$ cat src/rtl/line_job_scheduler_if.sv
// ----------------------------------------------------------------------------
// line_job_scheduler_if
// Purpose : Bundles the scheduler <-> worker-pool signals for one render line.
// Signals :
//   sphere          - active sphere the workers render with (scheduler drives)
//   pixel_y         - signed row being rendered (scheduler drives)
//   worker_activate - start strobe, held high until every worker is busy
//   worker_busy     - per-worker busy flags (worker pool drives)
//   line_commit     - one-cycle pulse: copy the line buffer to the VGA register
// Modports: master = scheduler side, slave = worker pool side.
// ----------------------------------------------------------------------------
interface line_job_scheduler_if #(
    parameter int N_WORKERS = 4,
    parameter int Y_W       = 12
);
    logic [63:0]              sphere;
    logic signed [Y_W-1:0]    pixel_y;
    logic                     worker_activate;
    logic [N_WORKERS-1:0]     worker_busy;
    logic                     line_commit;

    modport master (
        output sphere,
        output pixel_y,
        output worker_activate,
        output line_commit,
        input  worker_busy
    );

    modport slave (
        input  sphere,
        input  pixel_y,
        input  worker_activate,
        input  line_commit,
        output worker_busy
    );
endinterface

$ cat src/rtl/line_job_scheduler.sv
// ----------------------------------------------------------------------------
// line_job_scheduler
// Purpose : Sequences one render line across the raytracing worker pool.
//           Detects VGA line requests, computes the signed pixel row, runs the
//           activate/busy handshake with every worker and issues a one-cycle
//           commit strobe. Owns the active sphere register; scene words from
//           SPI are parked in a shadow copy and applied only between lines.
// Ports   :
//   CLK100MHZ      - system clock
//   ck_rst_        - asynchronous active-low reset
//   next_line      - VGA line request level (already synchronous)
//   next_y         - unsigned row index accompanying next_line
//   recv_dv        - SPI scene word valid pulse
//   recv_64bit     - SPI scene word
//   recv_interrupt - high while a scene word can be accepted and applied
//   workers        - worker-pool handshake bundle (master side)
//   ack_error      - sticky flag: workers failed to acknowledge in time
//   overrun_cnt    - saturating count of dropped/merged line requests
//   state_dbg      - current FSM state encoding
// ----------------------------------------------------------------------------
module line_job_scheduler #(
    parameter int          N_WORKERS      = 4,
    parameter int          Y_W            = 12,
    parameter int          Y_OFFSET       = 240,
    parameter int          ACK_TIMEOUT    = 16,
    parameter logic [63:0] DEFAULT_SPHERE = 64'hFF9C_FF38_0190_0600
) (
    input  logic                          CLK100MHZ,
    input  logic                          ck_rst_,
    input  logic                          next_line,
    input  logic [Y_W-1:0]                next_y,
    input  logic                          recv_dv,
    input  logic [63:0]                   recv_64bit,
    output logic                          recv_interrupt,
    line_job_scheduler_if.master          workers,
    output logic                          ack_error,
    output logic [7:0]                    overrun_cnt,
    output logic [2:0]                    state_dbg
);

    localparam int ACK_W = $clog2(ACK_TIMEOUT + 1);

    typedef enum logic [2:0] {
        IDLE     = 3'd0,
        SETUP    = 3'd1,
        LAUNCH   = 3'd2,
        WAIT_ACK = 3'd3,
        RENDER   = 3'd4,
        COMMIT   = 3'd5
    } state_t;

    state_t                state;
    state_t                next_state;

    logic                  line_prev;
    logic                  line_req;
    logic                  req_pending;
    logic [Y_W-1:0]        y_lat;
    logic [63:0]           shadow;
    logic [63:0]           sphere_q;
    logic signed [Y_W-1:0] pixel_y_q;
    logic [ACK_W-1:0]      ack_cnt;
    logic                  all_busy;
    logic                  none_busy;
    logic                  ack_expired;

    assign line_req    = next_line && !line_prev;
    assign all_busy    = (workers.worker_busy == {N_WORKERS{1'b1}});
    assign none_busy   = (workers.worker_busy == {N_WORKERS{1'b0}});
    assign ack_expired = (ack_cnt == ACK_W'(ACK_TIMEOUT - 1));

    // State register.
    always_ff @(posedge CLK100MHZ or negedge ck_rst_) begin
        if (!ck_rst_) begin
            state <= IDLE;
        end else begin
            state <= next_state;
        end
    end

    // Next-state logic. An acknowledge that arrives on the final counted
    // cycle still wins over the timeout.
    always_comb begin
        next_state = state;
        case (state)
            IDLE:     if (req_pending) next_state = SETUP;
            SETUP:    next_state = LAUNCH;
            LAUNCH:   if (none_busy) next_state = WAIT_ACK;
            WAIT_ACK: begin
                if (all_busy) begin
                    next_state = RENDER;
                end else if (ack_expired) begin
                    next_state = IDLE;
                end
            end
            RENDER:   if (none_busy) next_state = COMMIT;
            COMMIT:   next_state = IDLE;
            default:  next_state = IDLE;
        endcase
    end

    // Outputs. worker_activate is high for exactly the WAIT_ACK residency,
    // which is what a registered set-on-entry / clear-on-exit strobe gives.
    always_comb begin
        workers.worker_activate = (state == WAIT_ACK);
        workers.line_commit     = (state == COMMIT);
        workers.sphere          = sphere_q;
        workers.pixel_y         = pixel_y_q;
        state_dbg               = state;
    end

    // Datapath: request capture, scene shadowing, row computation, ack
    // timer and status. A new request always re-arms req_pending, so a
    // request that lands while busy is merged into the next line with the
    // newest row index rather than lost.
    always_ff @(posedge CLK100MHZ or negedge ck_rst_) begin
        if (!ck_rst_) begin
            line_prev      <= 1'b0;
            req_pending    <= 1'b0;
            y_lat          <= '0;
            shadow         <= DEFAULT_SPHERE;
            sphere_q       <= DEFAULT_SPHERE;
            pixel_y_q      <= '0;
            ack_cnt        <= '0;
            recv_interrupt <= 1'b0;
            ack_error      <= 1'b0;
            overrun_cnt    <= 8'd0;
        end else begin
            line_prev <= next_line;

            if (recv_dv) begin
                shadow <= recv_64bit;
            end

            if (line_req) begin
                y_lat       <= next_y;
                req_pending <= 1'b1;
                if ((req_pending || state != IDLE) && overrun_cnt != 8'hFF) begin
                    overrun_cnt <= overrun_cnt + 8'd1;
                end
            end else if (state == IDLE && req_pending) begin
                req_pending <= 1'b0;
            end

            if (state == IDLE && !req_pending && !recv_dv) begin
                sphere_q       <= shadow;
                recv_interrupt <= 1'b1;
            end else if (state == IDLE && req_pending) begin
                recv_interrupt <= 1'b0;
            end

            if (state == SETUP) begin
                pixel_y_q <= $signed(y_lat - Y_W'(Y_OFFSET));
            end

            if (state == LAUNCH) begin
                ack_cnt <= '0;
            end else if (state == WAIT_ACK) begin
                ack_cnt <= ack_cnt + 1'b1;
            end

            if (state == WAIT_ACK && !all_busy && ack_expired) begin
                ack_error <= 1'b1;
            end
        end
    end

endmodule

$ cat src/flat_wrapper.sv
// flat-port wrapper written by rule: the top's interface ports become plain ports
module line_job_scheduler_flat 
#(
    parameter int          N_WORKERS      = 4,
    parameter int          Y_W            = 12,
    parameter int          Y_OFFSET       = 240,
    parameter int          ACK_TIMEOUT    = 16,
    parameter logic [63:0] DEFAULT_SPHERE = 64'hFF9C_FF38_0190_0600
)
  (CLK100MHZ, ck_rst_, next_line, next_y, recv_dv, recv_64bit, recv_interrupt, ack_error, overrun_cnt, state_dbg, workers_sphere, workers_pixel_y, workers_worker_activate, workers_line_commit, workers_worker_busy);
  line_job_scheduler_if #(.N_WORKERS(N_WORKERS), .Y_W(Y_W)) workers_i ();
  input  logic CLK100MHZ;
  input  logic ck_rst_;
  input  logic next_line;
  input  logic [Y_W-1:0] next_y;
  input  logic recv_dv;
  input  logic [63:0] recv_64bit;
  output logic recv_interrupt;
  output logic ack_error;
  output logic [7:0] overrun_cnt;
  output logic [2:0] state_dbg;
  output wire logic [$bits(workers_i.sphere)-1:0] workers_sphere;
  output wire logic [$bits(workers_i.pixel_y)-1:0] workers_pixel_y;
  output wire logic [$bits(workers_i.worker_activate)-1:0] workers_worker_activate;
  output wire logic [$bits(workers_i.line_commit)-1:0] workers_line_commit;
  input wire logic [$bits(workers_i.worker_busy)-1:0] workers_worker_busy;
  assign workers_sphere = workers_i.sphere;
  assign workers_pixel_y = workers_i.pixel_y;
  assign workers_worker_activate = workers_i.worker_activate;
  assign workers_line_commit = workers_i.line_commit;
  assign workers_i.worker_busy = workers_worker_busy;
  line_job_scheduler #(.N_WORKERS(N_WORKERS), .Y_W(Y_W), .Y_OFFSET(Y_OFFSET), .ACK_TIMEOUT(ACK_TIMEOUT), .DEFAULT_SPHERE(DEFAULT_SPHERE)) u_core (.CLK100MHZ(CLK100MHZ), .ck_rst_(ck_rst_), .next_line(next_line), .next_y(next_y), .recv_dv(recv_dv), .recv_64bit(recv_64bit), .recv_interrupt(recv_interrupt), .workers(workers_i), .ack_error(ack_error), .overrun_cnt(overrun_cnt), .state_dbg(state_dbg));
endmodule
$ cat config.mk
export PLATFORM = sky130hd
export DESIGN_NAME = line_job_scheduler_flat
export DESIGN_NICKNAME = d
export VERILOG_FILES = /design/src/rtl/line_job_scheduler_if.sv /design/src/rtl/line_job_scheduler.sv /design/src/flat_wrapper.sv
export SDC_FILE = /design/constraint.sdc
export NUM_CORES = 1
export LEC_CHECK = 0
export BUFFER_PORTS_ARGS = -buffer_cell sky130_fd_sc_hd__buf_2
export CORE_ASPECT_RATIO = 0.7
export CORE_MARGIN = 2
export CORE_UTILIZATION = 29
export CTS_CLUSTER_SIZE = 24
export DETAILED_ROUTE_END_ITERATION = 8
export GPL_TIMING_DRIVEN = 0
export SLEW_MARGIN = 20
export SYNTH_ARGS = -nofsm -noshare
export SYNTH_HDL_FRONTEND = slang
export SYNTH_SLANG_ARGS = --single-unit
$ cat constraint.sdc
create_clock -name CLK100MHZ -period 3 [get_ports CLK100MHZ]
set_clock_uncertainty 0.05 [all_clocks]
set_input_delay 0.15 -clock CLK100MHZ [delete_from_list [all_inputs] [get_ports CLK100MHZ]]
set_output_delay 0.15 -clock CLK100MHZ [all_outputs]
set_load 0.01 [all_outputs]
== Yosys cells after proc, flatten, opt, wreduce, memory -nomap -nowiden ==
Index checks and enable logic that the tools add are counted.

* Input bits: 84
* Output and inout port bits: 91
* Bits in registers: 172

* Add/sub/neg operators: 3
* Eq/ne operators: 12
* Mux-type cells: 11
* Reductions and logical operators: 20

{| class="wikitable"
|+ Operators by type and width
! cell !! number
|-
| 2-to-1 mux 3 bit || 5
|-
| one-hot mux 3 bit (5 select lines) || 1
|-
| subtractor 12 x 8 -> 12 bit (second input constant) || 1
|-
| 2-to-1 mux 5 bit || 2
|-
| adder 8 x 1 -> 8 bit (second input constant) || 1
|-
| inequality test 8 bit (second input constant) || 1
|-
| logical AND 1 bit || 7
|-
| equality test 3 x 2 -> 1 bit (second input constant) || 2
|-
| equality test 3 bit (second input constant) || 2
|-
| inequality test 2 x 1 -> 1 bit (second input constant) || 3
|-
| nonzero test 2 bit || 3
|-
| adder 5 x 1 -> 5 bit (second input constant) || 1
|-
| equality test 5 x 4 -> 1 bit (second input constant) || 1
|-
| equality test 4 bit (second input constant) || 1
|-
| zero test 1 bit || 4
|-
| zero test 4 bit || 1
|-
| AND reduction 4 bit || 1
|-
| equality test 3 x 1 -> 1 bit (second input constant) || 1
|-
| zero test 3 bit || 1
|-
| 2-to-1 mux 1 bit || 3
|-
| inequality test 3 x 1 -> 1 bit (second input constant) || 1
|-
| nonzero test 3 bit || 1
|-
| AND reduction 2 bit || 1
|-
| logical OR 1 bit || 1
|}

== Depth between registers and ports, before layout ==
Gate-level depths: netlist of the first run.

* Word-level depth: 4
* Depth in mapped cells: 6
* Mapped depth without buffers: 5

== Worst setup path after synthesis of the first run ==
Ideal clock, no wire load.

* Path kind: register to register
* Start point: reg u_core.state[1], in the netlist u_core.state_dbg[1]
* End point: reg u_core.sphere_q[0], in the netlist u_core.workers.sphere[0]
* Path buffers: 2
* Library setup time: 0.125 ns
* Data arrival time: 1.725 ns
* Data required time: 2.825 ns
* Stages on the path, launching flop included: 6
* Path slack: 1.100 ns
* Cell sequence: dfrtp_1 or3_4 or3_1 buf_6 buf_6 mux2_4

* Longest elaborated chain between the ends: 3

{| class="wikitable"
|+ Ends and longest elaborated chain
! item !! line !! RTL
|-
| start, declared || line_job_scheduler.sv:52 || <nowiki>state_t state;</nowiki>
|-
| start signal, assigned || line_job_scheduler.sv:77 || <nowiki>state <= next_state;</nowiki>
|-
| zero test 3 bit || line_job_scheduler.sv:145 || <nowiki>if (state == IDLE && !req_pending && !recv_dv) begin</nowiki>
|-
| logical AND 1 bit (2 in a row) || line_job_scheduler.sv:145 ||
|-
| end signal, assigned || line_job_scheduler.sv:146 || <nowiki>sphere_q <= shadow;</nowiki>
|-
| end, declared || line_job_scheduler.sv:60 || <nowiki>logic [63:0] sphere_q;</nowiki>
|}

Every way passes these cells.
A chain may end at the register's enable or synchronous reset.

== Worst setup path after layout of the first run ==
* Start point: reg u_core.state[1], in the netlist u_core.state_dbg[1]
* End point: out workers_worker_activate

* Longest elaborated chain between the ends: 1

{| class="wikitable"
|+ Ends and longest elaborated chain
! item !! line !! RTL
|-
| equality test 3 x 2 -> 1 bit || line_job_scheduler.sv:105 || <nowiki>workers.worker_activate = (state == WAIT_ACK);</nowiki>
|-
| end, declared || flat_wrapper.sv:24 || <nowiki>output wire logic [$bits(workers_i.worker_activate)-1:0] workers_worker_activate;</nowiki>
|}

Every way passes these cells.

==> out/results.ini, run 1 <==
[status]
outcome=finished, final reports clean

[cells_and_area]
diodes=0
synthToLayoutAreaGrowth_pct=37.8
multi_input_area_um2=2540
layout.nets=817
final_cell_count_no_fill=1060
seq_area_um2=4370
drive_gt1_share_pct=55.9
final_area_um2=9740
fillCellCount=2261

[clock_tree]
cts_setup_buffers=0
ctsHtreeMaxLevel=4
cts_tree=built
path_clk_slew_ns=0.07
ctsHoldBuffers=78
post_cts_resized=0
cts_root_buf=clkbuf_16
cts.sinks=172
cts_buffers=17
clockBufferDepth=2
worstSkewPairLatency_ns=0.43

[critical_path]
path_delay_family=buffers and inverters
reg2reg_to=u_core.workers.pixel_y[11]$_DFFE_PN0N_
critPathKind=flip-flop to output port
required_ns=2.80
r2r_cells=3
path_buf_inv=3
crit_path_max_incr_delay_ns=0.42
startpoint=u_core.state_dbg[1]$_DFFE_PN0P_
cp-endpoint=workers_worker_activate
critPathLaunchType=flip-flop
critPathArrivalTime_ns=1.89
r2r-start=u_core.state_dbg[0]$_DFFE_PN0P_
crit_chain=clkbuf_1 > nor2b_1 > nand2_1 > inv_1 > buf_2
slowest_stage=dfrtp_1
r2r_slack_ns=0.95
cp.depth=5
crit_path_end_kind=output port
crit_path_max_fanout=10

[grt]
grt_pass1_wl_um=25900
grt_pass1_vias=4682
antenna_found_initial=0
overflow=0
grt_use_total_pct=13.2
grt_max_degree=90

[logic_synthesis]
synth_edf_count=0
yosysTopAreaCellShare_pct=41.1
synthFlopType=dfrtp_1
ys_warn_count=0
ys_ff_latch=172
synth_cells=457
syn-num-nets=545
synth_area_leaders=dfrtp_1, dfstp_2, mux2_2, mux2_4, nand2_1
synth_cell_types=42
async_flop_share_pct=100
syn_area_per_cell_um2=15.5
synth_area_um2=7070
synth_top_area_cell=dfrtp_1
ys_seq_area_share_pct=61.9

[place]
placedCellCount=950
dp_hpwl_um=10800
port_buffers=174
dpl_cell_area_um2=8380
gp_congestion=0.743

[detailed_routing]
dr.first_iter.drc_count=117
finalWirelength_um=16300
routedWlPerCell_um=15.4
drc=0
firstDrtPassIters=4
vias=4574
via_per_inst=4.32
ant_nets=0

[timing]
finalCritPeriodShare_pct=69.7
fin_crit_ns=2.09
fmax_mhz=478
slew_viol_final=0
setup_violations=0
whs_ns=0.0339
rsz0062_at_grt=false
tightest_slew_ns=1.02
hold_viol=0
slew_headroom_pct=31.6

[floorplanning]
pin_count=175
num_rows=47
start_util_pct=29.7
dieArea_um2=25700
die_width_um=191
fp.dieH_um=135
core_um2=23800

[hold_path]
min_path_type=input pin to flip-flop
worstHoldStart=workers_worker_busy[0]

[job]
max-cap-violations=0

[power_and_ir_drop]
p_leak_nw=4.66
cellPowerDensity_nw_per_um2=803
peakVddDrop_v=0.000403

synthesized netlist by cell type, types with 3 or more instances:
master and n:
nor2_1 6, nand2b_1 4, mux2_4 60, o21ai_0 13
mux2_2 84, clkbuf_1 14, nor3_1 3, dfstp_2 56
nand3_1 6, nand2_1 31, buf_6 7, nor4_1 5
or3_1 3, ha_1 4, and4_1 3, mux2i_1 3
inv_1 6, dfrtp_1 116, xnor2_1 5
logic make-up (layout without fill, tap and decap cells):
kind of cell,after synthesis,count (layout),synth area share (%)
muxes,147,147,26.5
AOI/OAI and AO/OA,27,27,2.55
and+or+nand+nor,73,73,5.29
adders and majority gates,4,4,0.708
DFF,172,172,61.9
buffers and inverters,27,312,2.18
xor gates and xnor gates,7,7,0.867
state kept, by name, indices dropped and copies added (netlist names):
| name | flops |
|---|---|
| u_core.recv_interrupt | 1 |
| u_core.ack_cnt | 5 |
| u_core.line_prev | 1 |
| u_core.shadow | 64 |
| u_core.state_dbg | 3 |
| u_core.overrun_cnt | 8 |
| u_core.workers.pixel_y | 12 |
| u_core.y_lat | 12 |
| u_core.workers.sphere | 64 |
| u_core.req_pending | 1 |
| u_core.ack_error | 1 |
worst min path at each step:
stage / end / slack [ns] / depth (start not counted)
after floorplan: u_core.ack_cnt[0]$_DFFE_PN0P_ / -0.20 / 0
after global placement: u_core.line_prev$_DFF_PN0_ / 0.24 / 1
after detailed placement: u_core.workers.pixel_y[10]$_DFFE_PN0N_ / 0.15 / 1
after CTS: u_core.state_dbg[2]$_DFFE_PN0P_ / 0.02 / 3
after global routing: u_core.state_dbg[2]$_DFFE_PN0P_ / 0.02 / 3
final: u_core.state_dbg[2]$_DFFE_PN0P_ / 0.03 / 3
routing by layer:
metal | part of all wire [%] | GRT usage (%) | vias to the layer above | wire [µm]
met4 | 1.9 | 5.25 | 0 | 310
met1 | 50 | 18.6 | 2278 | 8150
met3 | 4.6 | 3.87 | 18 | 755
met2 | 44 | 18.9 | 108 | 7130
met5 | 0 | 0 | - | 0
li1 | - | - | 2170 | -
worst reg2reg max path, delay by kind of cell (launching register included):
family          cells  cell delay [ns]
simple gates        1             0.88
flops               1             0.42
buf+inv             1             0.35
compound gates      1             0.17
cell usage in the layout (no fill, tap or decap), types with 3 or more instances in the layout:
cell           Yosys  layout
dfrtp_1          116     116
nand3_1            6       6
mux2i_1            3       3
nor3_1             3       3
buf_2              0     173
inv_1              6       6
or3_1              3       3
mux2_2            84      84
mux2_4            60      60
nor4_1             5       5
clkinv_2           0       4
dfstp_2           56      56
dlygate4sd3_1      0      78
o21ai_0           13      13
nor2_1             6       6
xnor2_1            5       5
inv_6              0       3
and4_1             3       3
ha_1               4       4
buf_6              7       7
nand2_1           31      31
nand2b_1           4       4
clkbuf_16          0      19
clkbuf_1          14      15
through the flow:
step                      setup WS [ns]  util [%]  total power, W  TNS, ns
after global placement            -1.12      35.0         0.00552  -129.74
after CTS                         0.888      40.9         0.00794        0
final                             0.908      40.9         0.00783        0
after floorplan                    1.10         -         0.00469        0
after global routing              0.719      40.9         0.00828        0
after detailed placement          0.875      35.2         0.00557        0
final cells by class:
type	count	share of cell area (%)
sequential	172	44.9
multi-input combinational	258	26.1
timing repair buffer	253	17.3
clock buffer	20	4.92
tap	318	4.08
buffer	21	1.35
clock inverter	12	1.10
inverter	6	0.231
power by group:
part,switching (W),leakage (nW),internal (W),total [W]
clock,0.000975,0.292,0.00125,0.00222
combinational,0.000933,2.37,0.00118,0.00211
sequential,0.000407,2.00,0.00309,0.00350
Power figures use the tool's default switching activity.
==> inputs of run 2 (changes only) <==
clock period = 2.1 ns   (was 3 ns; I/O delays follow)
==> run 2 against run 1 <==
Largest cell class unchanged. Critical path type is now flip-flop to flip-flop. Design area is 0.35% higher. Global-route usage hardly changed. Combinational power is 43% higher. Via count is 0.22% higher. Register-to-register slack worse by 0.85 ns.
==> out/results.ini, run 2 (same netlist as run 1, synthesis figures left out) <==
[floorplanning]
core_um2=23800  ; unchanged
die_width_um=191  ; unchanged
pin_count=175  ; unchanged
dieArea_um2=25700  ; unchanged
num_rows=47  ; unchanged
fp.dieH_um=135  ; unchanged
start_util_pct=29.7  ; unchanged

[timing]
hold_viol=0  ; unchanged
setup_violations=0  ; unchanged
fin_setup_tns_ns=0  ; unchanged
fin_crit_ns=2.00
slew_viol_final=0  ; unchanged
finalCritPeriodShare_pct=95.4
tightest_slew_ns=0.701  ; -0.323 ns
slew_headroom_pct=53.3  ; +22 points
fmax_mhz=499
rsz0062_at_grt=false

[cells_and_area]
mostFrequentLayoutCells=buf_2, dfrtp_1, mux2_2
fillCellCount=2256  ; -0.22%
seq_area_um2=4370  ; unchanged
final_util_pct=41.1  ; +0.14 points
layout.nets=819  ; +0.24%
multi_input_area_um2=2550  ; +0.44%
synthToLayoutAreaGrowth_pct=38.3
diodes=0  ; unchanged
mostFrequentLayoutCell=buf_2
drive_gt1_share_pct=56.3  ; +0.39 points

[power_and_ir_drop]
p_int_w=0.00788  ; +43%
switching_share_pct=29.6  ; about the same
peakVddDrop_v=0.000576  ; +43%
cellPowerDensity_nw_per_um2=1140  ; +42%
p_leak_nw=4.67  ; +0.22%
pwr-share-seq_pct=44.7  ; about the same
p_total_w=0.0112  ; +43%
p_switching_w=0.00331  ; +43%
pwr-share-clk_pct=28.4  ; about the same
combinationalPowerShare_pct=27.0  ; about the same

[clock_tree]
cts_root_buf=clkbuf_16
cts_tree=built
path_clk_slew_ns=0.07  ; about the same
cts_buffers=17  ; unchanged
worstSkewPairLatency_ns=0.43  ; about the same
ctsHtreeMaxLevel=4  ; unchanged
clockBufferDepth=2  ; unchanged
cts.sinks=172  ; unchanged

[critical_path]
critPathKind=flip-flop to flip-flop
critPathArrivalTime_ns=2.27  ; +0.38 ns
critPathLaunchType=flip-flop
required_ns=2.36  ; -0.44 ns
crit_path_max_fanout=10  ; unchanged
crit_path_end_kind=flip-flop

[detailed_routing]
dr.first_iter.drc_count=124  ; +6.0%
firstDrtPassIters=4  ; unchanged
ant_nets=0  ; unchanged
via_per_inst=4.32  ; about the same
routedWlPerCell_um=15.4  ; -0.15%
vias=4584  ; +0.22%
finalWirelength_um=16300  ; about the same
drc=0  ; unchanged

[place]
port_buffers=174  ; unchanged
dp_hpwl_um=10800  ; unchanged
gp_congestion=0.743  ; unchanged

[hold_path]
min_path_type=input pin to flip-flop

[grt]
grt_max_degree=90  ; unchanged
grt_pass1_vias=4694  ; +0.26%
antenna_found_initial=0  ; unchanged
grt_pass1_wl_um=25900  ; +0.19%
overflow=0  ; unchanged
grt_use_total_pct=13.2  ; +0.017 points

[job]
max-cap-violations=0  ; unchanged

[status]
outcome=finished, final reports clean

run 2: critical path, cell delays in order, from the launching register on:
cell     delay (ns)
dfrtp_1        0.43
or3_4          0.40
or3_1          0.33
buf_6          0.18
buf_6          0.18
mux2_4         0.30
run 2: repair_timing:
item | in CTS | in global routing
setup endpoints to repair | 0 | 14
hold buffers | 80 | 0
resized for setup | 0 | 8
hold endpoints to repair | 148 | 0
buffers inserted | 0 | 0
run 2: metal layers:
layer	track usage (%)	part of all wire, %	wire length [µm]
met3	3.87	4.9	794
met4	5.25	1.9	310
met5	0	0	0
met2	19.0	43	7110
met1	18.7	50	8130
run 2: through the flow:
| stage | setup WS, ns | hold slack [ns] | instances | area, µm² |
|---|---|---|---|---|
| floorplan | 0.200 | -0.241 | 457 | 7070 |
| global route | 0.0127 | 0.0556 | 1062 | 9780 |
| global placement | -1.97 | 0.192 | 949 | 8340 |
| CTS | 0.0329 | 0.0481 | 1062 | 9760 |
| finish | 0.0969 | 0.0662 | 1062 | 9780 |
| detailed placement | 0.0137 | 0.104 | 950 | 8380 |
run 2: layout make-up:
type | instances | share of cell area [%]
buffer | 21 | 1.37
clock buffer | 20 | 4.90
clock inverter | 12 | 1.10
inverter | 6 | 0.230
multi-input combinational | 258 | 26.1
sequential | 172 | 44.7
tap | 318 | 4.07
timing repair buffer | 255 | 17.5
run 2: path summary, 6_finish.rpt:
kind                                                 start  slack (ns)  cells past startpoint                                    end
max                        u_core.state_dbg[1]$_DFFE_PN0P_         0.1                      5  u_core.workers.sphere[29]$_DFFE_PN0P_
min                                 workers_worker_busy[1]        0.07                      3        u_core.state_dbg[0]$_DFFE_PN0P_
max reg2reg                u_core.state_dbg[1]$_DFFE_PN0P_         0.1                      5  u_core.workers.sphere[29]$_DFFE_PN0P_
min reg2reg                    u_core.y_lat[3]$_DFFE_PN0P_        0.42                      2  u_core.workers.pixel_y[3]$_DFFE_PN0N_
max in group asynchronous                          ck_rst_        0.87                      3  u_core.workers.sphere[52]$_DFFE_PN1P_
min in group asynchronous                          ck_rst_        0.23                      2           u_core.y_lat[10]$_DFFE_PN0P_
run 2: power groups by stage:
| stage | sequential, W | clock [W] | combinational [W] |
|---|---|---|---|
| finish | 0.00500 | 0.00317 | 0.00302 |
| global route | 0.00512 | 0.00344 | 0.00329 |
| CTS | 0.00499 | 0.00330 | 0.00305 |
| detailed placement | 0.00503 | 0 | 0.00293 |
| global placement | 0.00501 | 0 | 0.00287 |
| floorplan | 0.00530 | 0 | 0.00141 |
==> inputs of run 3 (changes only) <==
CTS_BUF_LIST = sky130_fd_sc_hd__clkbuf_4 sky130_fd_sc_hd__clkbuf_8 sky130_fd_sc_hd__clkbuf_16   (was not set)
==> run 3 against run 2 <==
Clock power is essentially flat. Utilization is essentially flat. Power is essentially flat. Die area is the same. Via count is essentially flat. Largest power group unchanged. Highest routed layer unchanged.
==> out/results.ini, run 3 (same netlist as run 1, synthesis figures left out) <==
[status]
outcome=finished, final reports clean

[cells_and_area]
final_area_um2=9780  ; about the same
synthToLayoutAreaGrowth_pct=38.3  ; about the same
layout.nets=819  ; unchanged
diodes=0  ; unchanged
fillCellCount=2256  ; unchanged
mostFrequentLayoutCells=buf_2, dfrtp_1, mux2_2
mostFrequentLayoutCell=buf_2
drive_gt1_share_pct=56.5  ; +0.13 points

[clock_tree]
ctsHtreeMaxLevel=4  ; unchanged
cts.sinks=172  ; unchanged
cts_tree=built
cts_root_buf=clkbuf_16
cts_buffers=17  ; unchanged
cts_setup_buffers=0  ; unchanged
worstSkewPairLatency_ns=0.43  ; about the same
clockBufferDepth=2  ; unchanged
path_clk_slew_ns=0.07  ; about the same

[critical_path]
startpoint=u_core.state_dbg[1]$_DFFE_PN0P_
crit_path_max_incr_delay_ns=0.43  ; about the same
crit_path_end_kind=flip-flop
r2r-start=u_core.state_dbg[1]$_DFFE_PN0P_
cpMostUsedCell=buf_6
critPathKind=flip-flop to flip-flop
slowest_stage=dfrtp_1
crit_path_max_fanout=10  ; unchanged
critPathLaunchType=flip-flop
critPathArrivalTime_ns=2.27  ; about the same
required_ns=2.36  ; about the same
crit_chain=or3_4 > or3_1 > buf_6 > buf_6 > mux2_4

[floorplanning]
start_util_pct=29.7  ; unchanged
num_rows=47  ; unchanged
fp.dieH_um=135  ; unchanged
dieArea_um2=25700  ; unchanged
core_um2=23800  ; unchanged
die_width_um=191  ; unchanged
pin_count=175  ; unchanged

[place]
dpl_cell_area_um2=8380  ; unchanged
place_worst_setup_slack_ns=0.0137  ; unchanged
port_buffers=174  ; unchanged
gp_congestion=0.743  ; unchanged
dp_hpwl_um=10800  ; unchanged

[timing]
rsz0062_at_grt=false
finalWorstSetupSlack_ns=0.0982  ; +0.00131 ns
slew_headroom_pct=53.3  ; unchanged
hold_viol=0  ; unchanged
setup_violations=0  ; unchanged
finalCritPeriodShare_pct=95.3  ; about the same
fin_crit_ns=2.00  ; -0.00131 ns
fmax_mhz=500  ; about the same
slew_viol_final=0  ; unchanged
tightest_slew_ns=0.701  ; unchanged

[detailed_routing]
dr.first_iter.drc_count=120  ; -3.2%
ant_nets=0  ; unchanged
vias=4583  ; -0.022%
routedWlPerCell_um=15.4  ; about the same
firstDrtPassIters=4  ; unchanged
via_per_inst=4.32  ; about the same
finalWirelength_um=16300  ; about the same
drc=0  ; unchanged

[job]
max-cap-violations=0  ; unchanged

[power_and_ir_drop]
peakVddDrop_v=0.000576  ; about the same
p_total_w=0.0112  ; about the same
cellPowerDensity_nw_per_um2=1150  ; about the same
p_leak_nw=4.68  ; about the same

[grt]
antenna_found_initial=0  ; unchanged
grt_max_degree=90  ; unchanged
overflow=0  ; unchanged
grt_pass1_wl_um=25900  ; unchanged
grt_use_total_pct=13.2  ; unchanged
grt_pass1_vias=4694  ; unchanged

[hold_path]
worstHoldStart=workers_worker_busy[1]
min_path_type=input pin to flip-flop

## run 3: through the flow
| stage | setup TNS, ns | utilization (%) | hold WS [ns] | std cells |
|---|---|---|---|---|
| floorplan | 0 | - | -0.241 | 457 |
| global placement | -276.80 | 35.0 | 0.192 | 949 |
| detailed placement | 0 | 35.2 | 0.104 | 950 |
| CTS | 0 | 41.0 | 0.0481 | 1062 |
| global route | 0 | 41.1 | 0.0556 | 1062 |
| finish | 0 | 41.1 | 0.0662 | 1062 |
## run 3: cell type report
cell class,instances,area [µm²],share of cell area [%]
Buffer,21,134,1.37
Clock buffer,20,483,4.94
Clock inverter,12,108,1.10
Inverter,6,22.5,0.230
Multi-Input combinational cell,258,2550,26.1
Sequential cell,172,4370,44.7
Tap cell,318,398,4.07
Timing Repair Buffer,255,1710,17.5
## run 3: final timing paths
check                                                   endpoint  slack (ns)  depth (start not counted)
max                        u_core.workers.sphere[29]$_DFFE_PN0P_         0.1                          5
min reg2reg                u_core.workers.pixel_y[3]$_DFFE_PN0N_        0.42                          2
min in group asynchronous           u_core.y_lat[10]$_DFFE_PN0P_        0.23                          2
min                              u_core.state_dbg[0]$_DFFE_PN0P_        0.07                          3
max in group asynchronous  u_core.workers.sphere[52]$_DFFE_PN1P_        0.87                          3
max reg2reg                u_core.workers.sphere[29]$_DFFE_PN0P_         0.1                          5
## run 3: power by group
group	switching [W]	internal, W
logic	0.00133	0.00169
registers	0.000584	0.00441
clock network	0.00139	0.00180
## run 3: timing repair
item / 4_1_cts / 5_1_grt
hold buffers: 80 / 0
hold endpoints to repair: 148 / 0
endpoints found under the setup margin: 0 / 14
gates resized for setup: 0 / 8
## run 3: critical path, delay by kind of cell, from the launching register on
kind          cells  cell delay [ns]
simple gates      2             0.73
flops             1             0.43
buf+inv           2             0.36
mux               1             0.30
## run 3: per-layer routing
metal | share of wire, % | vias up | global-route usage, % | routed length, µm
met4 | 1.9 | 0 | 5.25 | 310
li1 | - | 2176 | - | -
met2 | 44 | 111 | 19.0 | 7110
met5 | 0 | - | 0 | 0
met3 | 4.9 | 18 | 3.87 | 794
met1 | 50 | 2278 | 18.7 | 8130
